**src/rtl/pc_ctrl_pkg.sv**
```systemverilog
// ---------------------------------------------------------------------------
// pc_ctrl_pkg
// Shared definitions for the program-counter controller: word width,
// default reset/trap vectors, the controller state type and a small
// alignment helper.
// ---------------------------------------------------------------------------
package pc_ctrl_pkg;

   localparam int          WORD_W           = 32;
   localparam logic [31:0] DEF_RESET_VECTOR = 32'h0000_0000;
   localparam logic [31:0] DEF_TRAP_VECTOR  = 32'h0000_0080;

   typedef enum logic [1:0] {
      ST_BOOT  = 2'd0,
      ST_FETCH = 2'd1,
      ST_HOLD  = 2'd2
   } pc_state_t;

   // True when an address is not on a 4-byte instruction boundary.
   function automatic logic is_misaligned(input logic [WORD_W-1:0] addr);
      return (addr[1:0] != 2'b00);
   endfunction

endpackage

```
**src/rtl/pc_incr.sv**
```systemverilog
// ---------------------------------------------------------------------------
// pc_incr
// 32-bit +4 incrementer; wraps modulo 2^32 with no carry-out flag.
// Ports:
//   pc        in  WORD_W  current program counter
//   pc_plus4  out WORD_W  pc + 4
// ---------------------------------------------------------------------------
module pc_incr
   import pc_ctrl_pkg::*;
(
   input  logic [WORD_W-1:0] pc,
   output logic [WORD_W-1:0] pc_plus4
);

   assign pc_plus4 = pc + 32'd4;

endmodule

```
**src/rtl/pc_controller.sv**
```systemverilog
// ---------------------------------------------------------------------------
// pc_controller
// Instruction-fetch program-counter controller with BOOT/FETCH/HOLD
// sequencing, jump/branch redirects and an accepted-instruction counter.
//
// Configuration macro: PC_ALIGN_CHECK_EN
//   defined   : misaligned redirect target loads TRAP_VECTOR, sets sticky
//               AlignErr and still flushes.
//   undefined : redirect target low two bits are cleared; AlignErr is 0.
//
// Ports:
//   Clk          in   clock, rising edge
//   Reset        in   synchronous active-high reset
//   Stall        in   downstream cannot take an instruction
//   Jump         in   unconditional redirect (beats BranchTaken)
//   JumpTarget   in   jump destination
//   BranchTaken  in   taken-branch redirect
//   BranchTarget in   branch destination
//   FetchAck     in   memory returned word at FetchAddr (used in FETCH only)
//   FetchReq     out  fetch request
//   FetchAddr    out  current PC
//   PCPlus4      out  FetchAddr + 4
//   InstrValid   out  fetched word accepted this cycle
//   Flush        out  redirect applied this cycle
//   FetchCount   out  number of InstrValid pulses (wraps)
//   AlignErr     out  sticky misaligned-target flag
// ---------------------------------------------------------------------------
module pc_controller
   import pc_ctrl_pkg::*;
#(
   parameter logic [31:0] RESET_VECTOR = DEF_RESET_VECTOR,
   parameter logic [31:0] TRAP_VECTOR  = DEF_TRAP_VECTOR
)(
   input  logic              Clk,
   input  logic              Reset,
   input  logic              Stall,
   input  logic              Jump,
   input  logic [WORD_W-1:0] JumpTarget,
   input  logic              BranchTaken,
   input  logic [WORD_W-1:0] BranchTarget,
   input  logic              FetchAck,
   output logic              FetchReq,
   output logic [WORD_W-1:0] FetchAddr,
   output logic [WORD_W-1:0] PCPlus4,
   output logic              InstrValid,
   output logic              Flush,
   output logic [WORD_W-1:0] FetchCount,
   output logic              AlignErr
);

   pc_state_t         state;
   logic [WORD_W-1:0] pc;
   logic [WORD_W-1:0] pc_next_seq;
   logic [WORD_W-1:0] fetch_count;
   logic              fetch_req;
   logic              align_err;

   logic              redirect;
   logic              advance;
   logic              misaligned;
   logic [WORD_W-1:0] sel_target;
   logic [WORD_W-1:0] redirect_pc;

   pc_incr u_pc_incr (
      .pc       (pc),
      .pc_plus4 (pc_next_seq)
   );

   // Redirect selection and same-cycle accept/flush decode; reset masks both.
   always_comb begin
      redirect   = 1'b0;
      advance    = 1'b0;
      sel_target = Jump ? JumpTarget : BranchTarget;
      if (Reset) begin
         redirect = 1'b0;
         advance  = 1'b0;
      end else begin
         case (state)
            ST_FETCH: begin
               redirect = Jump | BranchTaken;
               advance  = ~(Jump | BranchTaken) & FetchAck & ~Stall;
            end
            ST_HOLD: begin
               redirect = Jump | BranchTaken;
               advance  = ~(Jump | BranchTaken) & ~Stall;
            end
            default: begin
               redirect = 1'b0;
               advance  = 1'b0;
            end
         endcase
      end
   end

`ifdef PC_ALIGN_CHECK_EN
   assign misaligned  = is_misaligned(sel_target);
   assign redirect_pc = misaligned ? TRAP_VECTOR : sel_target;
`else
   // Low bits are discarded, so the trap vector and target bits [1:0] are
   // intentionally unused in this build.
   logic [WORD_W+1:0] unused_cfg;
   assign unused_cfg  = {TRAP_VECTOR, sel_target[1:0]};
   assign misaligned  = 1'b0;
   assign redirect_pc = {sel_target[WORD_W-1:2], 2'b00};
`endif

   // Controller state machine, PC, counter and sticky alignment flag.
   always_ff @(posedge Clk) begin
      if (Reset) begin
         state       <= ST_BOOT;
         pc          <= RESET_VECTOR;
         fetch_count <= 32'd0;
         fetch_req   <= 1'b0;
         align_err   <= 1'b0;
      end else begin
         if (advance) begin
            fetch_count <= fetch_count + 32'd1;
         end
         if (redirect && misaligned) begin
            align_err <= 1'b1;
         end
         case (state)
            ST_BOOT: begin
               state     <= ST_FETCH;
               fetch_req <= 1'b1;
            end
            ST_FETCH: begin
               if (redirect) begin
                  pc <= redirect_pc;
               end else if (advance) begin
                  pc <= pc_next_seq;
               end else if (FetchAck && Stall) begin
                  state     <= ST_HOLD;
                  fetch_req <= 1'b0;
               end
            end
            ST_HOLD: begin
               if (redirect) begin
                  pc        <= redirect_pc;
                  state     <= ST_FETCH;
                  fetch_req <= 1'b1;
               end else if (advance) begin
                  pc        <= pc_next_seq;
                  state     <= ST_FETCH;
                  fetch_req <= 1'b1;
               end
            end
            default: begin
               state     <= ST_BOOT;
               fetch_req <= 1'b0;
            end
         endcase
      end
   end

   // Request is dropped combinationally while reset is held mid-fetch.
   assign FetchReq   = fetch_req & ~Reset;
   assign FetchAddr  = pc;
   assign PCPlus4    = pc_next_seq;
   assign InstrValid = advance;
   assign Flush      = redirect;
   assign FetchCount = fetch_count;
`ifdef PC_ALIGN_CHECK_EN
   assign AlignErr   = align_err;
`else
   logic unused_align;
   assign unused_align = align_err;
   assign AlignErr     = 1'b0;
`endif

endmodule

```
**config.mk**
```make
export PLATFORM = sky130hd
export DESIGN_NAME = pc_controller
export DESIGN_NICKNAME = d
export VERILOG_FILES = /design/src/rtl/pc_ctrl_pkg.sv /design/src/rtl/pc_incr.sv /design/src/rtl/pc_controller.sv
export SDC_FILE = /design/constraint.sdc
export NUM_CORES = 1
export LEC_CHECK = 0
export CAP_MARGIN = 0
export CELL_PAD_IN_SITES_DETAIL_PLACEMENT = 1
export CELL_PAD_IN_SITES_GLOBAL_PLACEMENT = 2
export CORE_MARGIN = 10
export CORE_UTILIZATION = 27
export DETAILED_ROUTE_END_ITERATION = 16
export PLACE_DENSITY_LB_ADDON = 0.1
export SETUP_SLACK_MARGIN = 0.05
export SLEW_MARGIN = 20
export SYNTH_ARGS = -nofsm -noshare
export SYNTH_HDL_FRONTEND = slang
export SYNTH_SLANG_ARGS = --single-unit
```
**constraint.sdc**
```tcl
create_clock -name Clk -period 4.3 [get_ports Clk]
set_clock_uncertainty 0.1 [all_clocks]
set_input_delay 0.86 -clock Clk [delete_from_list [all_inputs] [get_ports Clk]]
set_output_delay 0.86 -clock Clk [all_outputs]
set_load 0.02 [all_outputs]
```
# Word-level counts from Yosys, hierarchy flattened
# Cells that the tools add are included.
# totals
regBits	67
elab_cells	45
# classes
muxes	19
n_bitwise	8
addsub	2
n_eq_ne	6
n_reduce_logical	6
# op_table
op	n
32-bit two-way mux	3
32-bit by 1-bit adder with 32-bit output (second input constant)	1
32-bit by 3-bit adder with 32-bit output (second input constant)	1
2-bit two-way mux	5
1-bit two-way mux	8
2-bit inequality test (second input constant)	3
2-bit one-hot mux with 3 select lines	1
1-bit AND	4
4-bit AND reduction	1
3-bit inequality test (second input constant)	1
1-bit inverter	3
1-bit one-hot mux with 3 select lines	1
2-bit by 1-bit equality test with 1-bit output (second input constant)	1
2-bit equality test (second input constant)	1
2-bit logical NOT	1
1-bit one-hot mux with 2 select lines	1
2-bit AND reduction	1
2-bit nonzero test	1
2-bit OR reduction	1
1-bit logical AND	1
1-bit bitwise OR	1

# Longest topological paths before layout
# depth
ltp_word	9
ltp_mapped	9
mapped_depth_nobuf	6

# Cells and area by module
# From an unflattened synthesis, not the netlist that was laid out.
# hier_totals
hier_cells	513
hier_area_um2	4107.7
# by_module_without_submodules
mod	cells_per_inst	n_inst	area_per_inst_um2	seq_area_each_um2
pc_controller	430	1	3527.1	1321.3
pc_incr	83	1	580.6	0.0

# Least setup slack after synthesis
# OpenSTA, ideal clock, no wires.
# synth_path
path_type	reg-to-output
startpoint	reg pc[5] (netlist: FetchAddr[5])
endpoint	out PCPlus4[30]
t_required_ns	3.340
slack_ns	1.055
path_stages_with_launch	7
t_arrival_ns	2.285
path_cell_list	dfxtp_1 clkbuf_2 nand4_1 buf_2 nor4_2 and3_1 xor2_1
# synth_between
elab_chain_len	1
# synth_rtl
item	line	text
start, declared	pc_controller.sv:52	logic [WORD_W-1:0] pc;
start signal, assigned	pc_controller.sv:129	pc <= redirect_pc;
start signal, assigned	pc_controller.sv:131	pc <= pc_next_seq;
start signal, assigned	pc_controller.sv:139	pc <= redirect_pc;
32-bit by 3-bit adder with 32-bit output	pc_incr.sv:15	assign pc_plus4 = pc + 32'd4;
end, declared	pc_controller.sv:44	output logic [WORD_W-1:0] PCPlus4,
# No other way between the ends.

# Final worst setup path
# layout_path
startpoint	reg pc[2] (netlist: FetchAddr[2])
endpoint	out PCPlus4[26]
# Same word-level chain as after synthesis.

==> Implementation_results.wiki <==
{| class="wikitable"
! Metric !! Value
|-
| Outcome || finished, final reports clean
|-
| Clock period minus final worst setup slack || 3.92 ns
|-
| Fraction of synthesis flops using an asynchronous set or reset pin || 0
|-
| Post-CTS Hold Fix Bufs || 0
|-
| # DRC || 0
|-
| Post-detailed-route via-to-cell ratio || 5.30
|-
| Capture point of the worst reg-to-reg path || FetchAddr[31]$_SDFFE_PP0P_
|-
| DRC marker count from the first detailed-route iteration || approximately 190
|-
| Max-capacitance violation count || 0
|-
| Data arrival time of the critical path || 2.96 ns
|-
| Worst R2R Start || fetch_req$_SDFFE_PP0P_
|-
| Setup crit end kind || primary output
|-
| Reg2reg path depth || 9
|-
| Root buffer cell || sky130_fd_sc_hd__clkbuf_16
|-
| Commonest register cell after synthesis || sky130_fd_sc_hd__dfxtp_1
|-
| DRT antenna net count || 0
|-
| Tcrit/Tclk final || 0.911
|-
| CTS buffer count || 9
|-
| Initial antenna violation count || 0
|-
| Average detailed-routed wire length per instance || between 20 and 25 um
|-
| Maximum clock path buffer count || 2
|-
| Site Rows || 47
|-
| Slew margin rel. || 0.557
|-
| Post-synthesis instance area || 4500 um^2
|-
| Share of the yosys chip area belonging to registers || 0.285
|-
| Leakage component of the power || 2.24 nW
|-
| Required time at the worst-slack endpoint || between 3 and 4 ns
|-
| Max VDD drop || 0.175 mV
|-
| Number of standard cells after synthesis || 562
|-
| Setup TNS || 0 ns
|-
| Max H-tree Level || 3
|-
| Hold Crit Depth || 2
|-
| Final wirelength || 19000 um
|-
| Leading cell types by count after synthesis || sky130_fd_sc_hd__dfxtp_1, sky130_fd_sc_hd__nor2_1, sky130_fd_sc_hd__clkbuf_1
|-
| Crit path buffers/inverters || 1
|-
| Largest net degree at the start of global routing || 50
|-
| Maximum net fanout on the critical path || 10
|-
| Setup violators final || 0
|-
| Number of ports placed on the die boundary || 170
|-
| Global route overflow || 0
|-
| Number of library cell types mapped by synthesis || 55
|-
| Area added between synthesis and finish || 47.3%
|-
| Die height || 149 um
|-
| Count of input and output buffers || 160
|-
| Number of flops mapped to enable cells by yosys || 0
|-
| Measured slew at the worst slew-check pin || about 0.66 ns
|-
| Yosys top cell by area || sky130_fd_sc_hd__dfxtp_1
|-
| Highest clock rate || 255 MHz
|-
| Core region area || between 15000 and 20000 um^2
|-
| Worst setup SP type || flop
|-
| Worst Hold Slack || approximately 0.44 ns
|-
| Final number of hold-violating endpoints || 0
|-
| Crit Path Class || reg -> out
|-
| Sequential cell area || 1280 um^2
|-
| Number of setup buffers added after CTS || 0
|-
| Warning count from the yosys run || 0
|-
| Wire length of the first global-routing pass || 30300 um
|-
| Hold EP || FetchCount[10]$_SDFFE_PP0P_
|-
| Number of storage elements in the synthesis netlist || 64
|-
| Worst stage delay on the critical path || 0.65 ns
|-
| GR Util All Layers || 0.170
|-
| TritonCTS clock tree || built
|-
| Cells along the critical path || ha_1, nand3_1, or4_4, nor3_1, xor2_1, clkdlybuf4s50_1
|-
| Synth area leaders || sky130_fd_sc_hd__dfxtp_1, sky130_fd_sc_hd__xnor2_1, sky130_fd_sc_hd__mux2_2
|-
| Worst min path class || reg -> reg
|-
| Sinks on Clock Net || 64
|-
| Worst path slowest cell || sky130_fd_sc_hd__clkdlybuf4s50_1
|-
| HPWL after detailed placement || approximately 14000 um
|-
| Layout net count || between 700 and 800
|-
| Layout cells sized above 1 || 0.103
|-
| Post-Synthesis Mean Instance Area || 8.00 um^2
|-
| FILL cells || around 1900
|-
| Worst R2R Setup Slack || around 1.3 ns
|-
| Starting Density || 0.273
|-
| Worst skew pair latency || 0.34 ns
|-
| Fraction of synthesized cell area taken by the top area cell type || 0.285
|-
| Unrepaired setup endpoints after global routing || false
|-
| Vias after detailed routing || 4938
|-
| Count of TritonRoute iterations in the first routing pass || 4
|-
| Number of global-route vias before repair || between 5000 and 6000
|-
| Area of the multi-input gates || 2940 um^2
|-
| Hold path start || FetchCount[10]$_SDFFE_PP0P_
|-
| Die Wd || 149 um
|-
| Category of cells accounting for the largest share of critical-path delay || simple AND/OR/NAND/NOR gates
|-
| Number of antenna cells inserted || 0
|-
| Cell with the most instances after synthesis || sky130_fd_sc_hd__dfxtp_1
|-
| Gp weighted congestion || 0.774
|-
| Max-slew violations || 0
|-
| Power Density || 308 nW/um^2
|-
| Area of the die || 22200 um^2
|-
| Post-CTS clock slew at the launch and capture registers of the worst setup and hold paths || 0.06 ns
|}
## sequential cells by signal, summed over array words and instances, names as in the netlist
| name | flops |
|---|---|
| FetchAddr | 30 |
| state | 1 |
| FetchCount | 32 |
| fetch_req | 1 |
## worst max path at each step
stage                                          from           to  slack [ns]  cells after the start
final                     FetchAddr[2]$_SDFFE_PP0P_  PCPlus4[26]        0.38                      6
after global routing      FetchAddr[9]$_SDFFE_PP0P_  PCPlus4[23]        0.15                      5
after CTS                 FetchAddr[2]$_SDFFE_PP0P_  PCPlus4[26]        0.20                      6
after detailed placement  FetchAddr[2]$_SDFFE_PP0P_  PCPlus4[26]        0.59                      6
after global placement    FetchAddr[2]$_SDFFE_PP0P_  PCPlus4[26]        0.59                      6
after floorplan           FetchAddr[5]$_SDFFE_PP0P_  PCPlus4[30]        1.05                      6
## metrics by stage
step           instances  setup WS [ns]  area, um^2   util  power [mW]
6_report             931          0.381        6620  0.402        2.04
3_5_place_dp         915          0.594        6320  0.384        1.30
4_1_cts              931          0.203        6620  0.402        2.07
5_1_grt              931          0.146        6620  0.402        2.14
2_1_floorplan        566           1.05        4510      -       0.988
3_3_place_gp         915          0.594        6320  0.384        1.29
## routing by layer
layer,track usage,part of all wire,vias to the layer above
met2,0.281,0.47,128
met4,0.0500,0.012,0
met5,0,0,-
li1,-,-,2390
met1,0.216,0.47,2404
met3,0.0404,0.050,16
## power breakdown
group | internal [mW] | leakage [nW] | total [mW] | switching, mW
Combinational | 0.276 | 1.57 | 0.573 | 0.297
Sequential | 0.633 | 0.520 | 0.708 | 0.0750
Clock | 0.464 | 0.145 | 0.757 | 0.293
Total | 1.37 | 2.24 | 2.04 | 0.665
## cell families after synthesis
logic type	Yosys count	synth area share
simple gates	250	0.309
compound gates	96	0.162
buf+inv	70	0.0660
flops	64	0.285
xor+xnor	43	0.0838
mux	33	0.0788
fa+ha+maj	5	0.0139
other cells	1	0.000834
## placed cells by master, fill, tap and decap left out, drive strengths merged, types with 12 or more instances in the layout
| cell | Yosys | routed |
|---|---|---|
| mux2 | 19 | 19 |
| nand3 | 27 | 27 |
| nand2 | 34 | 34 |
| a211oi | 23 | 23 |
| inv | 16 | 16 |
| xor2 | 15 | 15 |
| nor3 | 20 | 20 |
| xnor2 | 28 | 28 |
| clkdlybuf4s50 | 0 | 158 |
| nor2 | 42 | 42 |
| nor4 | 25 | 25 |
| nand4 | 30 | 30 |
| mux2i | 14 | 14 |
| o211ai | 12 | 12 |
| buf | 13 | 25 |
| dfxtp | 64 | 64 |
| nor2b | 27 | 27 |
## tightest hold or removal path, stage by stage (launching register included)
cell and delay (ns):
sky130_fd_sc_hd__dfxtp_1 0.34, sky130_fd_sc_hd__o21ai_0 0.09, sky130_fd_sc_hd__a21oi_1 0.06
## layout make-up
| type | instances | area share |
|---|---|---|
| repair buffers | 183 | 0.266 |
| inverters | 16 | 0.00907 |
| clock inverters | 5 | 0.00850 |
| flip-flops and latches | 64 | 0.193 |
| well taps | 220 | 0.0416 |
| clock buffers | 11 | 0.0367 |
| multi-input cells | 432 | 0.444 |
## repair_timing
action | in CTS | in global routing
endpoints found under the hold margin | 0 | 0
setup endpoints to repair | 0 | 1
gates resized for setup | 0 | 1
No activity file was read; power rests on OpenSTA's default activity.
